## src/rtl/spi_xfer_engine.sv

```systemverilog
// SPI mode-0 master that streams a byte buffer out MSB first and overwrites each byte in place with the received byte.
// Latency: 16*(clk_div+1)+3 clk per byte, +1 for FINISH; done pulses the cycle after FINISH.
// Backpressure: none. start is ignored while busy. Define SPI_XFER_LOOPBACK_EN to receive from internal mosi instead of miso.
module spi_xfer_engine #(
    parameter int num_bytes = 8192,
    localparam int addr_bits = $clog2(num_bytes)
) (
    input  logic                 clk,
    input  logic                 rst,
    input  logic                 start,
    input  logic [addr_bits:0]   xfer_len,
    input  logic [7:0]           clk_div,
    output logic                 busy,
    output logic                 done,
    output logic [addr_bits-1:0] buf_addr,
    output logic [7:0]           buf_wr_val,
    output logic                 buf_wr_en,
    input  logic [7:0]           buf_rd_val,
    output logic                 sclk,
    output logic                 mosi,
    input  logic                 miso,
    output logic                 cs_n
);

    typedef enum logic [2:0] {IDLE, FETCH, LOAD, SHIFT, STORE, FINISH} state_t;

    localparam logic [addr_bits-1:0] last_addr = addr_bits'(num_bytes - 1);
    localparam logic [addr_bits-1:0] addr_one  = addr_bits'(1);
    localparam logic [addr_bits:0]   len_one   = (addr_bits + 1)'(1);

    state_t             state, nxt;
    logic [7:0]         clk_div_q;
    logic [7:0]         div_cnt;
    logic [3:0]         hp_cnt;
    logic [addr_bits:0] rem;
    logic [7:0]         tx;
    logic [7:0]         rx;
    logic               tick;
    logic               rx_bit;

    // mosi is always the head of the TX shift register, so it resets and idles low.
    assign mosi = tx[7];
    assign tick = (div_cnt == clk_div_q);

`ifdef SPI_XFER_LOOPBACK_EN
    logic unused_miso;
    assign unused_miso = miso;
    assign rx_bit      = tx[7];
`else
    assign rx_bit = miso;
`endif

    always_ff @(posedge clk or posedge rst) begin
        if (rst) state <= IDLE;
        else     state <= nxt;
    end

    always_comb begin
        nxt = state;
        case (state)
            IDLE:   if (start && xfer_len != '0) nxt = FETCH;
            FETCH:  nxt = LOAD;
            LOAD:   nxt = SHIFT;
            SHIFT:  if (tick && hp_cnt == 4'd15) nxt = STORE;
            STORE:  nxt = (rem == len_one) ? FINISH : FETCH;
            FINISH: nxt = IDLE;
            default: nxt = IDLE;
        endcase
    end

    always_ff @(posedge clk or posedge rst) begin
        if (rst) begin
            busy       <= 1'b0;
            done       <= 1'b0;
            buf_addr   <= '0;
            buf_wr_val <= '0;
            buf_wr_en  <= 1'b0;
            sclk       <= 1'b0;
            cs_n       <= 1'b1;
            clk_div_q  <= '0;
            div_cnt    <= '0;
            hp_cnt     <= '0;
            rem        <= '0;
            tx         <= '0;
            rx         <= '0;
        end else begin
            done      <= 1'b0;
            buf_wr_en <= 1'b0;
            case (state)
                IDLE: begin
                    if (start) begin
                        if (xfer_len != '0) begin
                            rem       <= xfer_len;
                            clk_div_q <= clk_div;
                            buf_addr  <= '0;
                            busy      <= 1'b1;
                            cs_n      <= 1'b0;
                        end else begin
                            done <= 1'b1;
                        end
                    end
                end
                LOAD: begin
                    tx      <= buf_rd_val;
                    div_cnt <= '0;
                    hp_cnt  <= '0;
                    sclk    <= 1'b0;
                end
                SHIFT: begin
                    if (tick) begin
                        div_cnt <= '0;
                        hp_cnt  <= hp_cnt + 4'd1;
                        sclk    <= ~sclk;
                        if (!sclk) rx <= {rx[6:0], rx_bit};
                        else       tx <= {tx[6:0], 1'b0};
                        // Last half-period is a falling edge, so rx already holds all 8 bits.
                        if (hp_cnt == 4'd15) begin
                            buf_wr_en  <= 1'b1;
                            buf_wr_val <= rx;
                        end
                    end else begin
                        div_cnt <= div_cnt + 8'd1;
                    end
                end
                STORE: begin
                    if (rem != len_one) begin
                        rem      <= rem - len_one;
                        buf_addr <= (buf_addr == last_addr) ? '0 : buf_addr + addr_one;
                    end
                end
                FINISH: begin
                    busy <= 1'b0;
                    cs_n <= 1'b1;
                    done <= 1'b1;
                end
                default: ;
            endcase
        end
    end

endmodule

```

## config.mk

```make
export PLATFORM = sky130hd
export DESIGN_NAME = spi_xfer_engine
export DESIGN_NICKNAME = d
export VERILOG_FILES = /design/src/rtl/spi_xfer_engine.sv
export SDC_FILE = /design/constraint.sdc
export NUM_CORES = 1
export LEC_CHECK = 0
export CAP_MARGIN = 20
export CORE_MARGIN = 2
export CORE_UTILIZATION = 45
export DETAILED_ROUTE_END_ITERATION = 6
export GPL_ROUTABILITY_DRIVEN = 0
export PLACE_DENSITY = 0.67
export SLEW_MARGIN = 10
export SYNTH_ARGS = -nofsm -noshare
export SYNTH_HDL_FRONTEND = slang
export SYNTH_SLANG_ARGS = --single-unit
```

## constraint.sdc

```tcl
create_clock -name clk -period 3.6 [get_ports clk]
set_input_delay 0.72 -clock clk [delete_from_list [all_inputs] [get_ports clk]]
set_output_delay 0.72 -clock clk [all_outputs]
set_load 0.02 [all_outputs]
```

## Word level (Yosys, flattened, before mapping)

Cells that the tools add are included.

| word-level totals | value |
|---|---|
| bits in registers | 79 |
| bits of input ports | 34 |
| output and inout port bits | 27 |
| word-level logic and storage cells | 85 |

| cells by class | value |
|---|---|
| $add $sub $neg | 4 |
| equal/unequal tests | 17 |
| mux-type cells | 34 |
| bitwise gates (word level) | 1 |
| reduce and logical (&&, ||, !) cells | 15 |

Operator list:

| cell | count |
|---|---|
| $mux W13 | 4 |
| $mux W14 | 3 |
| $pmux W8 S2 | 2 |
| $pmux W14 S2 | 1 |
| $pmux W13 S2 | 1 |
| $mux W8 | 3 |
| $pmux W3 S5 | 1 |
| $reduce_and A3 Y1 | 5 |
| $eq A14 B1 Y1 const B | 1 |
| $ne A14 B1 Y1 const B | 1 |
| $ne A2 B2 Y1 const B | 7 |
| $reduce_bool A14 Y1 | 1 |
| $sub A14 B1 Y14 const B | 1 |
| $add A13 B1 Y13 const B | 1 |
| $eq A13 B13 Y1 const B | 1 |
| $mux W1 | 10 |
| $mux W3 | 3 |
| $add A8 B1 Y8 const B | 1 |
| $eq A8 B8 Y1 | 1 |
| $pmux W1 S2 | 4 |
| $pmux W4 S2 | 1 |
| $eq A3 B2 Y1 const B | 2 |
| $eq A3 B3 Y1 const B | 2 |
| $reduce_bool A2 Y1 | 3 |
| other kinds (9) | 11 |

## Depth between registers and ports, before layout

Gate-level depths: netlist of the first run.

| depth | value |
|---|---|
| depth in word-level cells | 4 |
| gate-level depth with buffers | 8 |
| gate-level depth less buffers | 7 |

## Least setup slack after synthesis of the first run

OpenSTA, ideal clock, no wires.

| timing | value |
|---|---|
| path kind | input -> register |
| from | input xfer_len[0] |
| to | register clk_div_q[0] |
| library setup time | 0.125 ns |
| data arrival time | 2.013 ns |
| required time | 3.475 ns |
| path slack | 1.462 ns |
| stages on the path | 5 |
| buffers on the path | 1 |
| cell sequence | nor4_1 nand4_1 nand2_1 clkbuf_1 mux2_2 |

| between the ends | value |
|---|---|
| word-level cells in the longest chain between the ends | 2 |

Ends and longest elaborated chain:

| item | RTL line | source |
|---|---|---|
| start: declaration | 11 | `input logic [addr_bits:0] xfer_len,` |
| $reduce_bool A14 Y1 | 92 | `if (xfer_len != '0) begin` |
| $reduce_and A3 Y1 (no source line) | n/a |  |
| end signal: assignment | 94 | `clk_div_q <= clk_div;` |
| end: declaration | 32 | `logic [7:0] clk_div_q;` |

Every way passes these cells.
A chain may end at the register's enable or synchronous reset.

## Worst setup path in the final report of the first run

| timing | value |
|---|---|
| from | register div_cnt[2] |
| to | register buf_wr_val[0] |

| between the ends | value |
|---|---|
| word-level cells in the longest chain between the ends | 2 |

Ends and longest elaborated chain:

| item | RTL line | source |
|---|---|---|
| start: declaration | 33 | `logic [7:0] div_cnt;` |
| start signal: assignment | 122 | `div_cnt <= div_cnt + 8'd1;` |
| $eq A8 B8 Y1 | 43 | `assign tick = (div_cnt == clk_div_q);` |
| $reduce_and A3 Y1 (no source line) | n/a |  |
| end signal: assignment | 119 | `buf_wr_val <= rx;` |
| end: declaration | 16 | `output logic [7:0] buf_wr_val,` |

Every way passes these cells.

==> summary.txt, run 1 <==
design internal power - 1.48 mW
final net count - 491
number of max-cap violations - 0
post-placement cell count - 549
leading cell type by number of instances after synthesis - sky130_fd_sc_hd__dfrtp_1
length of the first detailed-routing pass in iterations - 4
Final Max Tran Viols - 0
final-report hold violation count - 0
Main synth FF type - sky130_fd_sc_hd__dfrtp_1
sort of element at the start of the critical path - flip-flop
GRT Total Usage - 0.192
Post-CTS Hold Fix Bufs - 0
synthesized instance count - 389
number of global-route vias before repair - 3,121
Syn Std Cell Area - 3920 µm²
initial core utilization - 0.457
switching power of the nets - 0.687 mW
Crit path required time - 3.84 ns
Leak - 2.08 nW
clock tree from TritonCTS - yes
cell type with the largest total area after synthesis - sky130_fd_sc_hd__dfrtp_1
number of setup violations in the final report - 0
logic gate share of total power - 0.191
arrival time at the worst endpoint - 2.81 ns
global-route wire length before repair - 15.0 mm
wirelength, routed - 8.80 mm
die area - 9480 µm²
layout cells sized above 1 - 0.125
result of the run - complete, no violations
number of buffers inserted during clock tree synthesis - 9
most area-consuming cells after synthesis - sky130_fd_sc_hd__dfrtp_1 50%, sky130_fd_sc_hd__mux2_2 6.9%, sky130_fd_sc_hd__o21ai_0 4.0%
count of standard-cell rows - 34
cell types with the highest counts after synthesis - 78 x sky130_fd_sc_hd__dfrtp_1, 39 x sky130_fd_sc_hd__nor2_1, 31 x sky130_fd_sc_hd__nand2_1, 31 x sky130_fd_sc_hd__o21ai_0, 30 x sky130_fd_sc_hd__a21oi_1
time the worst path needs with I/O delays and setup - 2.57 ns
clock insertion delay at the later pin of the skew report - 0.35 ns
number of buffers added on ports - 60
Hold Path Cell Cnt - 2
post-synthesis async set-or-reset flop share - 1.00
fin crit share - 0.714
Peak VDD IR - 0.302 mV
total congestion overflow - 0
clock share of power - 0.282
switching part of the total power - 0.317
post-synthesis net count - 428
antenna diode count - 0
core footprint - 8590 µm²
horizontal extent of the die - 97.4 µm
maximum clock frequency - 389 MHz
mean instance size in the synthesized netlist - 10.1 µm²
class of the tightest hold or removal check - flip-flop to flip-flop
H-tree levels - 3
Post-Layout Cell Count - 565
routed len/inst - 15.6 µm
half-perimeter wire length after detailed placement - 6.27 mm
Least-Margin Pin Slew - 0.721 ns
Worst-path clk slew - 0.09 ns
buffer levels on the longest clock path - 2
Post-synth EDFFs - 0
unique cell type count in the Yosys netlist - 52
number of antenna violations at the first check in global routing - 0
clock net sink count - 79
clock skew after layout - 0.0104 ns
post-detailed-route count of antenna-violating nets - 0
number of gates resized after CTS - 0
boundary pin count - 61
setup fix buffers added after clock tree synthesis - 0
register area share after synthesis - 0.504
fraction of synthesized cell area taken by the top area cell type - 0.497
Avg Vias per Cell - 5.69
number of synthesized register bits - 79
remaining design rule violation count - 0
final sum of negative setup slack - 0 ns
worst-case reg-to-reg path depth - 5
via count of the routed design - 3,215
kind of end point of the critical path - flip-flop
Critical Setup Path Class - flip-flop to flip-flop
die outline height - 97.4 µm
Iter 0 DRT Violations - 152
Yosys Warn Count - 0
maximum number of pins on one net before global-route repair - 52
setup repair after global routing missed its margin - false
growth of design area from synthesis to finish - 23.2%
critical path fanouts, max - 12
portion of total power attributed to sequential cells - 0.527
power density cells - 449 nW/µm²
cell at the root of the clock tree - sky130_fd_sc_hd__clkbuf_8
Slew Limit Headroom - 0.513
## path summary, 6_finish.rpt
check                           start       endpoint  slack (ns)
setup reg to reg           div_cnt[2]  buf_wr_val[0]        1.03
hold reg to reg                  cs_n           cs_n        0.47
setup / recovery           div_cnt[2]  buf_wr_val[0]        1.03
max in group asynchronous         rst           cs_n        2.09
hold / removal                   cs_n           cs_n        0.47
min in group asynchronous         rst        rem[10]        0.78
## cell usage in the layout (no fill, tap or decap), types with 2 or more instances in the layout
cell type,count
sky130_fd_sc_hd__dfrtp_1,78
sky130_fd_sc_hd__clkdlybuf4s50_1,60
sky130_fd_sc_hd__nor2_1,39
sky130_fd_sc_hd__nand2_1,31
sky130_fd_sc_hd__o21ai_0,31
sky130_fd_sc_hd__a21oi_1,30
sky130_fd_sc_hd__mux2_2,24
sky130_fd_sc_hd__nand3_1,15
sky130_fd_sc_hd__xor2_1,10
sky130_fd_sc_hd__nor3_1,9
sky130_fd_sc_hd__inv_1,9
sky130_fd_sc_hd__clkbuf_8,9
sky130_fd_sc_hd__a21o_1,8
sky130_fd_sc_hd__o32ai_1,7
sky130_fd_sc_hd__a22o_1,7
sky130_fd_sc_hd__nor4_1,6
sky130_fd_sc_hd__a31oi_1,6
sky130_fd_sc_hd__ha_1,5
sky130_fd_sc_hd__and3_1,4
sky130_fd_sc_hd__mux2i_1,4
sky130_fd_sc_hd__o22a_1,4
sky130_fd_sc_hd__buf_4,4
sky130_fd_sc_hd__nand4_1,3
sky130_fd_sc_hd__o211ai_1,3
sky130_fd_sc_hd__nand2b_1,3
sky130_fd_sc_hd__a22oi_1,3
sky130_fd_sc_hd__or4_1,3
sky130_fd_sc_hd__inv_6,3
sky130_fd_sc_hd__clkinvlp_4,3
sky130_fd_sc_hd__nor4b_1,2
sky130_fd_sc_hd__nor4_2,2
sky130_fd_sc_hd__nor2_4,2
sky130_fd_sc_hd__nand3b_1,2
sky130_fd_sc_hd__a211oi_1,2
sky130_fd_sc_hd__o41ai_1,2
sky130_fd_sc_hd__o22ai_1,2
## metal layers
layer,GRT usage,share of wire,vias to the layer above
li1,-,-,1566
met1,0.263,0.45,1548
met2,0.307,0.48,91
met3,0.0446,0.053,10
met4,0.0577,0.010,0
met5,0,0,-
## through the flow
step / cell area, µm² / setup WS (ns) / power, mW / hold slack [ns] / utilization
CTS: 4830 / 1.00 / 2.19 / 0.465 / 0.563
global placement: 4660 / 0.769 / 1.56 / 0.449 / 0.542
global route: 4830 / 0.811 / 2.30 / 0.485 / 0.563
finish: 4830 / 1.03 / 2.17 / 0.467 / 0.563
floorplan: 3920 / 0.858 / 1.43 / 0.472 / -
detailed placement: 4660 / 0.741 / 1.58 / 0.450 / 0.542
## cell families (layout without fill, tap and decap cells)
family / after synthesis / in the layout / synth area share
and+or+nand+nor: 130 / 130 / 0.169
buffers and inverters: 24 / 92 / 0.0239
DFF: 79 / 79 / 0.504
muxes: 28 / 28 / 0.0791
AOI/OAI and AO/OA: 113 / 113 / 0.186
xor gates and xnor gates: 10 / 10 / 0.0223
adders and majority gates: 5 / 5 / 0.0159
## critical path, stage by stage, from the launching register on
cell                      delay (ns)
sky130_fd_sc_hd__dfrtp_1        0.46
sky130_fd_sc_hd__xor2_1         0.20
sky130_fd_sc_hd__nor4_2         0.51
sky130_fd_sc_hd__nand4_2        0.48
sky130_fd_sc_hd__nor2_4         0.43
sky130_fd_sc_hd__mux2_2         0.38
## power by group through the flow
stage / Combinational [mW] / Sequential, mW / Clock [mW]
2_1_floorplan: 0.288 / 1.14 / 0
3_3_place_gp: 0.404 / 1.16 / 0
3_5_place_dp: 0.417 / 1.16 / 0
4_1_cts: 0.420 / 1.14 / 0.629
5_1_grt: 0.467 / 1.16 / 0.672
6_report: 0.413 / 1.14 / 0.613
## registers in the layout (all words and copies together), names as in the netlist
register	count
state	3
done	1
rem	14
cs_n	1
buf_addr	13
busy	1
div_cnt	8
buf_wr_val	8
tx	8
rx	8
buf_wr_en	1
sclk	1
clk_div_q	8
hp_cnt	4
## final cells by class
cell class                 instances  area (µm²)
fill                             767        3760
timing repair buffer              65         651
tap                              108         135
inverter                          11        41.3
multi-input combinational        286        1850
clock inverter                     7        53.8
sequential                        79        1980
clock buffer                       9         124
(Power assumes the default switching activity.)
==> run 2, diff against run 1 <==
--- a/config.mk
+++ b/config.mk
@@ -10,7 +10,7 @@
 export CORE_UTILIZATION = 45
 export DETAILED_ROUTE_END_ITERATION = 6
 export GPL_ROUTABILITY_DRIVEN = 0
-export PLACE_DENSITY = 0.67
+export PLACE_DENSITY = 0.69
 export SLEW_MARGIN = 10
 export SYNTH_ARGS = -nofsm -noshare
 export SYNTH_HDL_FRONTEND = slang
==> constraint.sdc (replaced) <==
create_clock -name clk -period 2.1 [get_ports clk]
set_input_delay 0.42 -clock clk [delete_from_list [all_inputs] [get_ports clk]]
set_output_delay 0.42 -clock clk [all_outputs]
set_load 0.02 [all_outputs]
==> summary.txt, run 2 (synthesis gave the netlist of run 1 again) <==
result of the run - complete, no violations (unchanged)
Peak VDD IR - 0.709 mV (was 0.302 mV)
clock tree from TritonCTS - yes (unchanged)
cell at the root of the clock tree - sky130_fd_sc_hd__clkbuf_8 (unchanged)
antenna diode count - 0 (unchanged)
time the worst path needs with I/O delays and setup - 2.03 ns (was 2.57 ns)
area of all sequential standard cells - 1980 µm² (unchanged)
via count of the routed design - 3,468 (was 3,215)
horizontal extent of the die - 97.4 µm (unchanged)
layout cells sized above 1 - 0.227 (was 0.125)
Critical Setup Path Class - flip-flop to flip-flop (unchanged)
Avg Vias per Cell - 5.61 (was 5.69)
arrival time at the worst endpoint - 2.24 ns (was 2.81 ns)
boundary pin count - 61 (unchanged)
maximum number of pins on one net before global-route repair - 35 (was 52)
Worst-path clk slew - 0.09 ns (about the same)
post-route setup slack - 0.0732 ns (was 1.03 ns)
critical path fanouts, max - 4 (was 12)
core footprint - 8590 µm² (unchanged)
die area - 9480 µm² (unchanged)
number of buffers inserted during clock tree synthesis - 9 (unchanged)
layout filler cell count - 699 (was 767)
number of max-cap violations - 0 (unchanged)
number of buffers added on ports - 60 (unchanged)
class of the tightest hold or removal check - primary input to async pin (was flip-flop to flip-flop)
count of standard-cell rows - 34 (unchanged)
Final Max Tran Viols - 0 (unchanged)
buffer levels on the longest clock path - 2 (unchanged)
remaining design rule violation count - 0 (unchanged)
portion of total power attributed to sequential cells - 0.461 (was 0.527)
post-detailed-route count of antenna-violating nets - 0 (unchanged)
kind of end point of the critical path - flip-flop (unchanged)
multi-input logic area - 1890 µm² (was 1850 µm²)
number of antenna violations at the first check in global routing - 0 (unchanged)
highest-count cells in the layout ignoring fill and taps - 78 x sky130_fd_sc_hd__dfrtp_1, 60 x sky130_fd_sc_hd__clkdlybuf4s50_1, 54 x sky130_fd_sc_hd__buf_4, 38 x sky130_fd_sc_hd__nor2_1, 31 x sky130_fd_sc_hd__o21ai_0 (was 78 x sky130_fd_sc_hd__dfrtp_1, 60 x sky130_fd_sc_hd__clkdlybuf4s50_1, 39 x sky130_fd_sc_hd__nor2_1, 31 x sky130_fd_sc_hd__nand2_1, 31 x sky130_fd_sc_hd__o21ai_0)
Leak - 2.38 nW (was 2.08 nW)
global-route wire length before repair - 16.4 mm (was 15.0 mm)
Crit path required time - 2.32 ns (was 3.84 ns)
power density cells - 773 nW/µm² (was 449 nW/µm²)
final-report hold violation count - 0 (unchanged)
final net count - 544 (was 491)
number of global-route vias before repair - 3,474 (was 3,121)
post-placement cell count - 598 (was 549)
most frequent standard cell in the layout excluding fill and tap cells - sky130_fd_sc_hd__dfrtp_1 (unchanged)
clock skew after layout - 0.0138 ns (was 0.0104 ns)
sort of element at the start of the critical path - flip-flop (unchanged)
wirelength, routed - 9.59 mm (was 8.80 mm)
total chip power - 4.14 mW (was 2.17 mW)
routed len/inst - 15.5 µm (was 15.6 µm)
Least-Margin Pin Slew - 0.496 ns (was 0.721 ns)
Slew Limit Headroom - 0.668 (was 0.513)
die outline height - 97.4 µm (unchanged)
clock net sink count - 79 (unchanged)
switching power of the nets - 1.22 mW (was 0.687 mW)
total congestion overflow - 0 (unchanged)
worst-case reg-to-reg path depth - 7 (was 5)
H-tree levels - 3 (unchanged)
Post-Layout Cell Count - 618 (was 565)
clock share of power - 0.309 (was 0.282)
switching part of the total power - 0.295 (was 0.317)
worst slack, placed - -0.215 ns (was 0.741 ns)
fin crit share - 0.965 (was 0.714)
Iter 0 DRT Violations - 167 (was 152)
length of the first detailed-routing pass in iterations - 4 (unchanged)
Util after Layout - 0.623 (was 0.563)
initial core utilization - 0.457 (unchanged)
logic gate share of total power - 0.230 (was 0.191)
GRT Total Usage - 0.211 (was 0.192)
largest register by flop count - rem (unchanged)
half-perimeter wire length after detailed placement - 6.94 mm (was 6.27 mm)
growth of design area from synthesis to finish - 36.5% (was 23.2%)
number of flip-flops under the largest register name - 14 (unchanged)
maximum clock frequency - 493 MHz (was 389 MHz)
number of setup violations in the final report - 0 (unchanged)
design internal power - 2.92 mW (was 1.48 mW)
clock insertion delay at the later pin of the skew report - 0.35 ns (about the same)
Post-CTS Hold Fix Bufs - 0 (unchanged)
setup repair after global routing missed its margin - false (unchanged)
largest registers in the final layout - rem x14, buf_addr x13 (unchanged)
run 2: changes by cell type in the layout (fill, tap and decap cells not counted), sizes merged:
cell / delta
bufinv: +2
clkinv: -1
buf: +53
inv: -1
run 2: worst max-delay path, cell delays in order, from the launching register on:
cell                      delay, ns
sky130_fd_sc_hd__dfrtp_1       0.39
sky130_fd_sc_hd__or4_4         0.54
sky130_fd_sc_hd__buf_4         0.16
sky130_fd_sc_hd__nor4_1        0.23
sky130_fd_sc_hd__buf_4         0.19
sky130_fd_sc_hd__a21oi_1       0.07
sky130_fd_sc_hd__o21ai_0       0.19
sky130_fd_sc_hd__o21ai_0       0.12
run 2: final timing paths:
| check | start | endpoint | slack [ns] |
|---|---|---|---|
| min | rst | tx[7] | 0.44 |
| min in group clk | cs_n | cs_n | 0.47 |
| max in group asynchronous | rst | cs_n | 1.08 |
| max | rem[0] | rem[11] | 0.07 |
| max reg2reg | rem[0] | rem[11] | 0.07 |
| min reg2reg | cs_n | cs_n | 0.47 |
run 2: what timing repair did:
| item | CTS | global route |
|---|---|---|
| resized for setup | 1 | 6 |
| buffers inserted | 0 | 4 |
| pin swaps | 1 | 7 |
| endpoints found under the setup margin | 3 | 39 |
run 2: layout make-up:
cell class,count,area share
multi-input combinational,286,0.352
inverter,11,0.00841
timing repair buffer,118,0.203
sequential,79,0.369
clock inverter,7,0.0189
tap,108,0.0252
clock buffer,9,0.0231
run 2: per-layer routing:
metal / vias up / routed length (µm) / track usage
met5: - / 0 / 0
met3: 14 / 356 / 0.0504
li1: 1667 / - / -
met1: 1700 / 4370 / 0.278
met4: 0 / 160 / 0.0716
met2: 87 / 4700 / 0.343
run 2: through the flow:
stage | TNS [ns] | hold WS, ns | instance area, µm²
6_report | 0 | 0.435 | 5360
2_1_floorplan | 0 | 0.472 | 3930
4_1_cts | 0 | 0.431 | 5280
3_5_place_dp | -6.05 | 0.456 | 5050
3_3_place_gp | -4.69 | 0.450 | 5050
5_1_grt | 0 | 0.456 | 5360
run 2: power by group through the flow:
| stage | sequential (mW) | combinational (mW) | clock [mW] |
|---|---|---|---|
| 5_1_grt | 1.94 | 1.07 | 1.39 |
| 3_5_place_dp | 1.94 | 0.933 | 0 |
| 2_1_floorplan | 1.96 | 0.495 | 0 |
| 4_1_cts | 1.91 | 0.939 | 1.31 |
| 3_3_place_gp | 1.93 | 0.898 | 0 |
| 6_report | 1.91 | 0.953 | 1.28 |
